===== src/rtl/mc_ctrl_pkg.sv =====
// Shared encodings for the multi-cycle MIPS controller: opcodes, funcs,
// datapath select encodings, FSM states and the decoded-instruction record.
package mc_ctrl_pkg;

  localparam logic [5:0] OP_R    = 6'b000000;
  localparam logic [5:0] OP_J    = 6'b000010;
  localparam logic [5:0] OP_JAL  = 6'b000011;
  localparam logic [5:0] OP_BEQ  = 6'b000100;
  localparam logic [5:0] OP_BGTZ = 6'b000111;
  localparam logic [5:0] OP_SLTI = 6'b001010;
  localparam logic [5:0] OP_ORI  = 6'b001101;
  localparam logic [5:0] OP_LUI  = 6'b001111;
  localparam logic [5:0] OP_LB   = 6'b100000;
  localparam logic [5:0] OP_LH   = 6'b100001;
  localparam logic [5:0] OP_LW   = 6'b100011;
  localparam logic [5:0] OP_LBU  = 6'b100100;
  localparam logic [5:0] OP_LHU  = 6'b100101;
  localparam logic [5:0] OP_SB   = 6'b101000;
  localparam logic [5:0] OP_SH   = 6'b101001;
  localparam logic [5:0] OP_SW   = 6'b101011;

  localparam logic [5:0] FN_SLL  = 6'b000000;
  localparam logic [5:0] FN_JR   = 6'b001000;
  localparam logic [5:0] FN_MFHI = 6'b010000;
  localparam logic [5:0] FN_MFLO = 6'b010010;
  localparam logic [5:0] FN_MULT = 6'b011000;
  localparam logic [5:0] FN_DIV  = 6'b011010;
  localparam logic [5:0] FN_ADDU = 6'b100001;
  localparam logic [5:0] FN_SUBU = 6'b100011;

  localparam logic [2:0] NPC_PC4 = 3'd0;
  localparam logic [2:0] NPC_BR  = 3'd1;
  localparam logic [2:0] NPC_J   = 3'd2;
  localparam logic [2:0] NPC_JR  = 3'd3;

  localparam logic [3:0] ALU_ADD = 4'd0;
  localparam logic [3:0] ALU_SUB = 4'd1;
  localparam logic [3:0] ALU_OR  = 4'd2;
  localparam logic [3:0] ALU_SLL = 4'd3;
  localparam logic [3:0] ALU_LUI = 4'd4;
  localparam logic [3:0] ALU_SLT = 4'd5;
  localparam logic [3:0] ALU_CMP = 4'd6;

  localparam logic [1:0] SRCB_RT    = 2'd0;
  localparam logic [1:0] SRCB_IMM   = 2'd1;
  localparam logic [1:0] SRCB_SHAMT = 2'd2;

  localparam logic [2:0] DM_W  = 3'd0;
  localparam logic [2:0] DM_H  = 3'd1;
  localparam logic [2:0] DM_HU = 3'd2;
  localparam logic [2:0] DM_B  = 3'd3;
  localparam logic [2:0] DM_BU = 3'd4;

  localparam logic [1:0] GWD_ALU  = 2'd0;
  localparam logic [1:0] GWD_DM   = 2'd1;
  localparam logic [1:0] GWD_PC   = 2'd2;
  localparam logic [1:0] GWD_HILO = 2'd3;

  localparam logic [1:0] A3_RT = 2'd0;
  localparam logic [1:0] A3_RD = 2'd1;
  localparam logic [1:0] A3_RA = 2'd2;

  typedef enum logic [3:0] {
    S_IF  = 4'd0,
    S_ID  = 4'd1,
    S_EX  = 4'd2,
    S_MEM = 4'd3,
    S_WB  = 4'd4,
    S_BR  = 4'd5,
    S_JMP = 4'd6,
    S_MD  = 4'd7
  } state_e;

  typedef enum logic [2:0] {
    CL_ALU   = 3'd0,
    CL_LOAD  = 3'd1,
    CL_STORE = 3'd2,
    CL_BR    = 3'd3,
    CL_JMP   = 3'd4,
    CL_MD    = 3'd5,
    CL_MF    = 3'd6,
    CL_ILL   = 3'd7
  } iclass_e;

  typedef struct packed {
    iclass_e    cls;
    logic [2:0] npc_sel;
    logic       ext_op;
    logic [1:0] srcb_sel;
    logic [3:0] alu_ctrl;
    logic [2:0] dm_sel;
    logic [1:0] gwd_sel;
    logic [1:0] a3_sel;
    logic       md_op;
    logic       hilo_sel;
    logic       link;
    logic       illegal;
  } dec_t;

endpackage


===== src/rtl/mc_decode.sv =====
// Combinational instruction decoder: maps the IR word to its instruction
// class and the per-instruction datapath select values.
module mc_decode
  import mc_ctrl_pkg::*;
(
  input  logic [31:0] instr,
  output dec_t        dec
);

  logic [5:0] op;
  logic [5:0] fn;
  logic       unused_bits;

  assign op          = instr[31:26];
  assign fn          = instr[5:0];
  assign unused_bits = ^instr[25:6];

  // opcode/func to class and select lines
  always_comb begin
    dec.cls      = CL_ILL;
    dec.npc_sel  = NPC_PC4;
    dec.ext_op   = 1'b1;
    dec.srcb_sel = SRCB_RT;
    dec.alu_ctrl = ALU_ADD;
    dec.dm_sel   = DM_W;
    dec.gwd_sel  = GWD_ALU;
    dec.a3_sel   = A3_RT;
    dec.md_op    = 1'b0;
    dec.hilo_sel = 1'b0;
    dec.link     = 1'b0;
    dec.illegal  = 1'b0;
    case (op)
      OP_R: begin
        dec.a3_sel = A3_RD;
        case (fn)
          FN_ADDU: dec.cls = CL_ALU;
          FN_SUBU: begin dec.cls = CL_ALU; dec.alu_ctrl = ALU_SUB; end
          FN_SLL: begin
            dec.cls      = CL_ALU;
            dec.alu_ctrl = ALU_SLL;
            dec.srcb_sel = SRCB_SHAMT;
          end
          FN_JR:   begin dec.cls = CL_JMP; dec.npc_sel = NPC_JR; end
          FN_MULT: dec.cls = CL_MD;
          FN_DIV:  begin dec.cls = CL_MD; dec.md_op = 1'b1; end
          FN_MFHI: begin dec.cls = CL_MF; dec.gwd_sel = GWD_HILO; end
          FN_MFLO: begin
            dec.cls      = CL_MF;
            dec.gwd_sel  = GWD_HILO;
            dec.hilo_sel = 1'b1;
          end
          default: dec.illegal = 1'b1;
        endcase
      end
      OP_ORI: begin
        dec.cls = CL_ALU; dec.alu_ctrl = ALU_OR;  dec.srcb_sel = SRCB_IMM; dec.ext_op = 1'b0;
      end
      OP_LUI: begin
        dec.cls = CL_ALU; dec.alu_ctrl = ALU_LUI; dec.srcb_sel = SRCB_IMM; dec.ext_op = 1'b0;
      end
      OP_SLTI: begin
        dec.cls = CL_ALU; dec.alu_ctrl = ALU_SLT; dec.srcb_sel = SRCB_IMM;
      end
      OP_BEQ, OP_BGTZ: begin
        dec.cls = CL_BR; dec.npc_sel = NPC_BR; dec.alu_ctrl = ALU_CMP;
      end
      OP_J: begin dec.cls = CL_JMP; dec.npc_sel = NPC_J; end
      OP_JAL: begin
        dec.cls     = CL_JMP;
        dec.npc_sel = NPC_J;
        dec.link    = 1'b1;
        dec.gwd_sel = GWD_PC;
        dec.a3_sel  = A3_RA;
      end
      OP_LW, OP_LH, OP_LHU, OP_LB, OP_LBU: begin
        dec.cls      = CL_LOAD;
        dec.srcb_sel = SRCB_IMM;
        dec.gwd_sel  = GWD_DM;
        case (op)
          OP_LH:   dec.dm_sel = DM_H;
          OP_LHU:  dec.dm_sel = DM_HU;
          OP_LB:   dec.dm_sel = DM_B;
          OP_LBU:  dec.dm_sel = DM_BU;
          default: dec.dm_sel = DM_W;
        endcase
      end
      OP_SW, OP_SH, OP_SB: begin
        dec.cls      = CL_STORE;
        dec.srcb_sel = SRCB_IMM;
        case (op)
          OP_SH:   dec.dm_sel = DM_H;
          OP_SB:   dec.dm_sel = DM_B;
          default: dec.dm_sel = DM_W;
        endcase
      end
      default: dec.illegal = 1'b1;
    endcase
  end

endmodule


===== src/rtl/mc_ctrl.sv =====
// Multi-cycle MIPS controller: Moore FSM stepping each instruction through
// fetch/decode/execute/memory/write-back, with a latency counter for mult/div.
module mc_ctrl
  import mc_ctrl_pkg::*;
#(
  parameter int MULT_CYC = 5,
  parameter int DIV_CYC  = 10
) (
  input  logic        clk,
  input  logic        reset,
  input  logic [31:0] instr,
  output logic        pc_we,
  output logic        ir_we,
  output logic [2:0]  npc_sel,
  output logic        ext_op,
  output logic [1:0]  srcb_sel,
  output logic [3:0]  alu_ctrl,
  output logic        dwe,
  output logic [2:0]  dm_sel,
  output logic [1:0]  gwd_sel,
  output logic [1:0]  a3_sel,
  output logic        gwe,
  output logic        md_start,
  output logic        md_op,
  output logic        hilo_sel,
  output logic        illegal,
  output logic [3:0]  state
);

  localparam int MAX_CYC = (MULT_CYC > DIV_CYC) ? MULT_CYC : DIV_CYC;
  localparam int CW      = $clog2(MAX_CYC) + 1;
  localparam logic [CW-1:0] MULT_LOAD = CW'(MULT_CYC - 1);
  localparam logic [CW-1:0] DIV_LOAD  = CW'(DIV_CYC - 1);

  state_e        state_q, state_d;
  logic [CW-1:0] cnt_q, cnt_d;
  logic [CW-1:0] md_load;
  dec_t          dec;
  logic          pc_we_s, ir_we_s, dwe_s, gwe_s, md_start_s, illegal_s;

  mc_decode u_decode (
    .instr (instr),
    .dec   (dec)
  );

  assign md_load = dec.md_op ? DIV_LOAD : MULT_LOAD;

  // state register and MD latency counter
  always_ff @(posedge clk) begin
    if (reset) begin
      state_q <= S_IF;
      cnt_q   <= {CW{1'b0}};
    end else begin
      state_q <= state_d;
      cnt_q   <= cnt_d;
    end
  end

  // next-state and counter update
  always_comb begin
    state_d = state_q;
    cnt_d   = cnt_q;
    case (state_q)
      S_IF: state_d = S_ID;
      S_ID: begin
        case (dec.cls)
          CL_ALU, CL_LOAD, CL_STORE: state_d = S_EX;
          CL_BR:  state_d = S_BR;
          CL_JMP: state_d = S_JMP;
          CL_MF:  state_d = S_WB;
          CL_MD: begin
            state_d = S_MD;
            cnt_d   = md_load;
          end
          default: state_d = S_IF;
        endcase
      end
      S_EX:  state_d = (dec.cls == CL_ALU) ? S_WB : S_MEM;
      S_MEM: state_d = (dec.cls == CL_LOAD) ? S_WB : S_IF;
      S_WB, S_BR, S_JMP: state_d = S_IF;
      S_MD: begin
        if (cnt_q == {CW{1'b0}}) begin
          state_d = S_IF;
        end else begin
          cnt_d = cnt_q - {{(CW-1){1'b0}}, 1'b1};
        end
      end
      default: state_d = S_IF;
    endcase
  end

  // Moore strobes; md_start is identified by the counter still holding its load value
  always_comb begin
    pc_we_s    = 1'b0;
    ir_we_s    = 1'b0;
    dwe_s      = 1'b0;
    gwe_s      = 1'b0;
    md_start_s = 1'b0;
    illegal_s  = 1'b0;
    case (state_q)
      S_IF:  begin pc_we_s = 1'b1; ir_we_s = 1'b1; end
      S_ID:  illegal_s = dec.illegal;
      S_MEM: dwe_s = (dec.cls == CL_STORE);
      S_WB:  gwe_s = 1'b1;
      S_BR:  pc_we_s = 1'b1;
      S_JMP: begin pc_we_s = 1'b1; gwe_s = dec.link; end
      S_MD:  md_start_s = (cnt_q == md_load);
      default: pc_we_s = 1'b0;
    endcase
  end

  // reset forces every strobe low, even while the state register still holds a mid-instruction state
  assign pc_we    = pc_we_s    & ~reset;
  assign ir_we    = ir_we_s    & ~reset;
  assign dwe      = dwe_s      & ~reset;
  assign gwe      = gwe_s      & ~reset;
  assign md_start = md_start_s & ~reset;
  assign illegal  = illegal_s  & ~reset;

  assign npc_sel  = (state_q == S_IF) ? NPC_PC4 : dec.npc_sel;
  assign ext_op   = dec.ext_op;
  assign srcb_sel = dec.srcb_sel;
  assign alu_ctrl = dec.alu_ctrl;
  assign dm_sel   = dec.dm_sel;
  assign gwd_sel  = dec.gwd_sel;
  assign a3_sel   = dec.a3_sel;
  assign md_op    = dec.md_op;
  assign hilo_sel = dec.hilo_sel;
  assign state    = state_q;

endmodule


===== config.mk =====
export PLATFORM = sky130hd
export DESIGN_NAME = mc_ctrl
export DESIGN_NICKNAME = d
export VERILOG_FILES = /design/src/rtl/mc_ctrl_pkg.sv /design/src/rtl/mc_decode.sv /design/src/rtl/mc_ctrl.sv
export SDC_FILE = /design/constraint.sdc
export NUM_CORES = 1
export LEC_CHECK = 0
export CAP_MARGIN = 20
export CORE_MARGIN = 2
export CORE_UTILIZATION = 44
export DETAILED_ROUTE_END_ITERATION = 16
export MAX_ROUTING_LAYER = met4
export PLACE_DENSITY = 0.87
export SYNTH_ARGS = -nofsm -noshare
export SYNTH_HDL_FRONTEND = slang
export SYNTH_HIERARCHICAL = 1
export SYNTH_SLANG_ARGS = --single-unit

===== constraint.sdc =====
create_clock -name clk -period 4.5 [get_ports clk]
set_input_delay 0.45 -clock clk [delete_from_list [all_inputs] [get_ports clk]]
set_output_delay 0.45 -clock clk [all_outputs]
set_load 0.05 [all_outputs]

==> results.tsv <==
stage	metric	value	unit
floorplan	core	2758	um^2
routing	num_vias	1430	
yosys	syn-cell-area	1284	um^2
global_route	antenna_found_initial	0	
global_route	grt_pass1_wl	5451	um
sta	max_slew_margin	0.3720	
setup_path	worstSetupPathType	in2out	
yosys	synth_cell_types	56	
sta	final-setup-viol-count	0	
layout	layout-drive-gt1-share	0.1050	
yosys	synthCells	187	
yosys	yosys_warnings	6	
place	dp.final_hpwl	2473	um
sta	hold_viol	0	
layout	final_nets	257	
floorplan	rows	19	
routing	ant_nets	0	
routing	drt-initial-drc-count	51	
yosys	synth_common_cells	nor2_1 (18), nand2_1 (15), a21oi_1 (14), nor3_1 (11), o21ai_0 (11)	
place	portBuffers	39	
layout	fin_area	1672	um^2
cts	ctsHoldBuffers	0	
yosys	synth_flop_cell	dfxtp_1	
layout	area_growth	30.21	%
setup_path	critPathBufInv	3	
yosys	yosysSeqAreaShare	0.1248	
setup_path	critPathSlowestCell	clkdlybuf4s50_1	
setup_path	arrival	3.60	ns
sta	fmax	0.2467	GHz
sta	period_share	0.9008	
floorplan	die-width	58.02	um
yosys	yosys.cell_count.top_type	nor2_1	
cts	cts_resized	0	
floorplan	die_h	58.02	um
sta	rsz0062_at_grt	false	
yosys	yosys_register_bits	8	
outcome	status	completed	
setup_path	crit_path_end_kind	output port	
setup_path	crit_path_start_kind	primary input	
cts	cts.sinks	8	
sta	drv_slew	0	
global_route	grt_max_degree	15	
routing	remaining_drc_errors	0	
cts	numCtsBuffers	3	
floorplan	dieArea	3366	um^2
place	place_congestion	0.8661	
setup_path	crit_chain	clkdlybuf4s50_1 > buf_4 > nor2_1 > nand3_2 > or4_1 > nand4_1 > nand3_1 > nor3_1 > clkdlybuf4s50_1	
cts	clkLatencyLatePin	0.26	ns
routing	first_pass_iters	4	
place	place_ws	0.5020	ns
global_route	overflow	0	
cts	clk_pin_slew	0.06	ns
floorplan	io_pins	63	
sta	fin_skew	0.0008897	ns
pwr	power.leakage	0.6228	nW
cts	cts_setup_buffers	0	
setup_path	path_max_fanout	10	
yosys	synth_area_per_cell	6.865	um^2
yosys	async_flop_share	0	
sta	fin_crit	4.054	ns
routing	wl	3346	um
layout	nFillCells	258	
run	cap_viol_max_count	0	
global_route	grt_usage	0.2068	
yosys	yosysTopAreaCellShare	0.1248	
sta	worst_pin_slew	0.9401	ns
layout	final_core_util	0.6062	
floorplan	start_util	0.4655	
setup_path	critPathRequiredTime	4.05	ns
routing	wl_per_cell	13.38	um
worst_hold_path	hp-class	reg2reg	
global_route	grt_pass1_vias	1232	
routing	viasPerCell	5.720	
setup_path	crit_top_cell	clkdlybuf4s50_1	
layout	num_antenna_cells	0	
sta	worst_slack	0.4464	ns
cts	cts_tree	built	
setup_path	crit_family	buffers and inverters	
cts	clk_root_buffer_cell	clkbuf_4	
pwr	p_per_area	178.1	nW/um^2
yosys	synth_edf_count	0	
cts	h-tree-depth	1	
yosys	yosys.area.top_type	dfxtp_1	
setup_path	max_stage_delay	0.84	ns
sta	fin_setup_tns	0	ns
place	dpl_cell_area	1649	um^2
yosys	synthTopCellsByArea	dfxtp_1 (12%), a21oi_1 (5.5%), nor2_1 (5.3%)	
pwr	ir_worst_vdd	0.2339	mV
cts	cts_max_path_buffers	2	
sequential cells by signal, indices dropped and copies added (netlist names):
signal,cells
cnt_q,5
state,3
layer usage:
layer / routed length (um) / GRT usage / vias up
met1: 1685 / 0.2943 / 649
met2: 1441 / 0.2987 / 42
met4: 27 / 0.04319 / 0
li1: - / - / 737
met3: 192 / 0.04688 / 2
met5: 0 / - / -
cells by family (layout without fill, tap and decap cells):
kind of cell,Yosys count,in the layout,synth area share
xor+xnor,5,5,0.03411
buf+inv,24,55,0.1023
simple gates,96,96,0.4386
flops,8,8,0.1248
compound gates,49,49,0.2661
fa+ha+maj,3,3,0.02826
other cells,2,3,0.005850
report_power, final:
group | internal [mW] | leakage [nW] | switching [mW]
logic | 0.0595 | 0.544 | 0.0946
clock network | 0.0307 | 0.0138 | 0.0266
registers | 0.0745 | 0.0650 | 0.0117
layout by cell type, fill, tap and decap left out, types with 2 or more instances in the layout:
master / Yosys / final
clkdlybuf4s50_1: 0 / 39
nor2_1: 18 / 18
nand2_1: 15 / 15
a21oi_1: 14 / 14
nor3_1: 11 / 11
o21ai_0: 11 / 11
inv_1: 9 / 9
dfxtp_1: 8 / 8
nor2b_1: 7 / 7
nand2b_1: 7 / 7
or3_1: 5 / 5
nand3_1: 4 / 4
xor2_1: 4 / 4
buf_4: 4 / 4
or4b_2: 3 / 3
or4_1: 3 / 3
or2_2: 3 / 3
a21o_1: 3 / 3
or3b_1: 3 / 3
conb_1: 2 / 3
clkbuf_4: 0 / 3
nand4_1: 3 / 3
nor4b_1: 2 / 2
nor4_1: 2 / 2
and2_1: 2 / 2
o21bai_1: 2 / 2
ha_1: 2 / 2
a31o_2: 2 / 2
final cells by class:
| cell class | count | area [um^2] | share of cell area |
|---|---|---|---|
| multi-input cells | 156 | 996.0 | 0.5958 |
| repair buffers | 43 | 420.4 | 0.2515 |
| flip-flops and latches | 8 | 160.2 | 0.09581 |
| well taps | 31 | 38.79 | 0.02320 |
| inverters | 9 | 33.78 | 0.02021 |
| clock buffers | 3 | 22.52 | 0.01347 |
final timing paths:
check	from	to	slack (ns)	depth (start not counted)
max	instr[26]	dwe	0.45	9
min	cnt_q[1]	cnt_q[1]	0.50	2
max reg2reg	cnt_q[0]	cnt_q[2]	2.84	6
min reg2reg	cnt_q[1]	cnt_q[1]	0.50	2
tightest hold or removal path: stages (launching register included):
cell and delay, ns:
dfxtp_1 0.34, nand2_1 0.07, a21oi_1 0.05
metrics by stage:
stage / power (mW) / instances / hold WS [ns]
6_report: 0.2977 / 250 / 0.5036
4_1_cts: 0.2978 / 250 / 0.5070
3_3_place_gp: 0.2382 / 247 / 0.4931
2_1_floorplan: 0.1996 / 188 / 0.4665
3_5_place_dp: 0.2402 / 247 / 0.5009
5_1_grt: 0.3174 / 250 / 0.5499
Note: power is estimated with default switching activity, not from simulation.
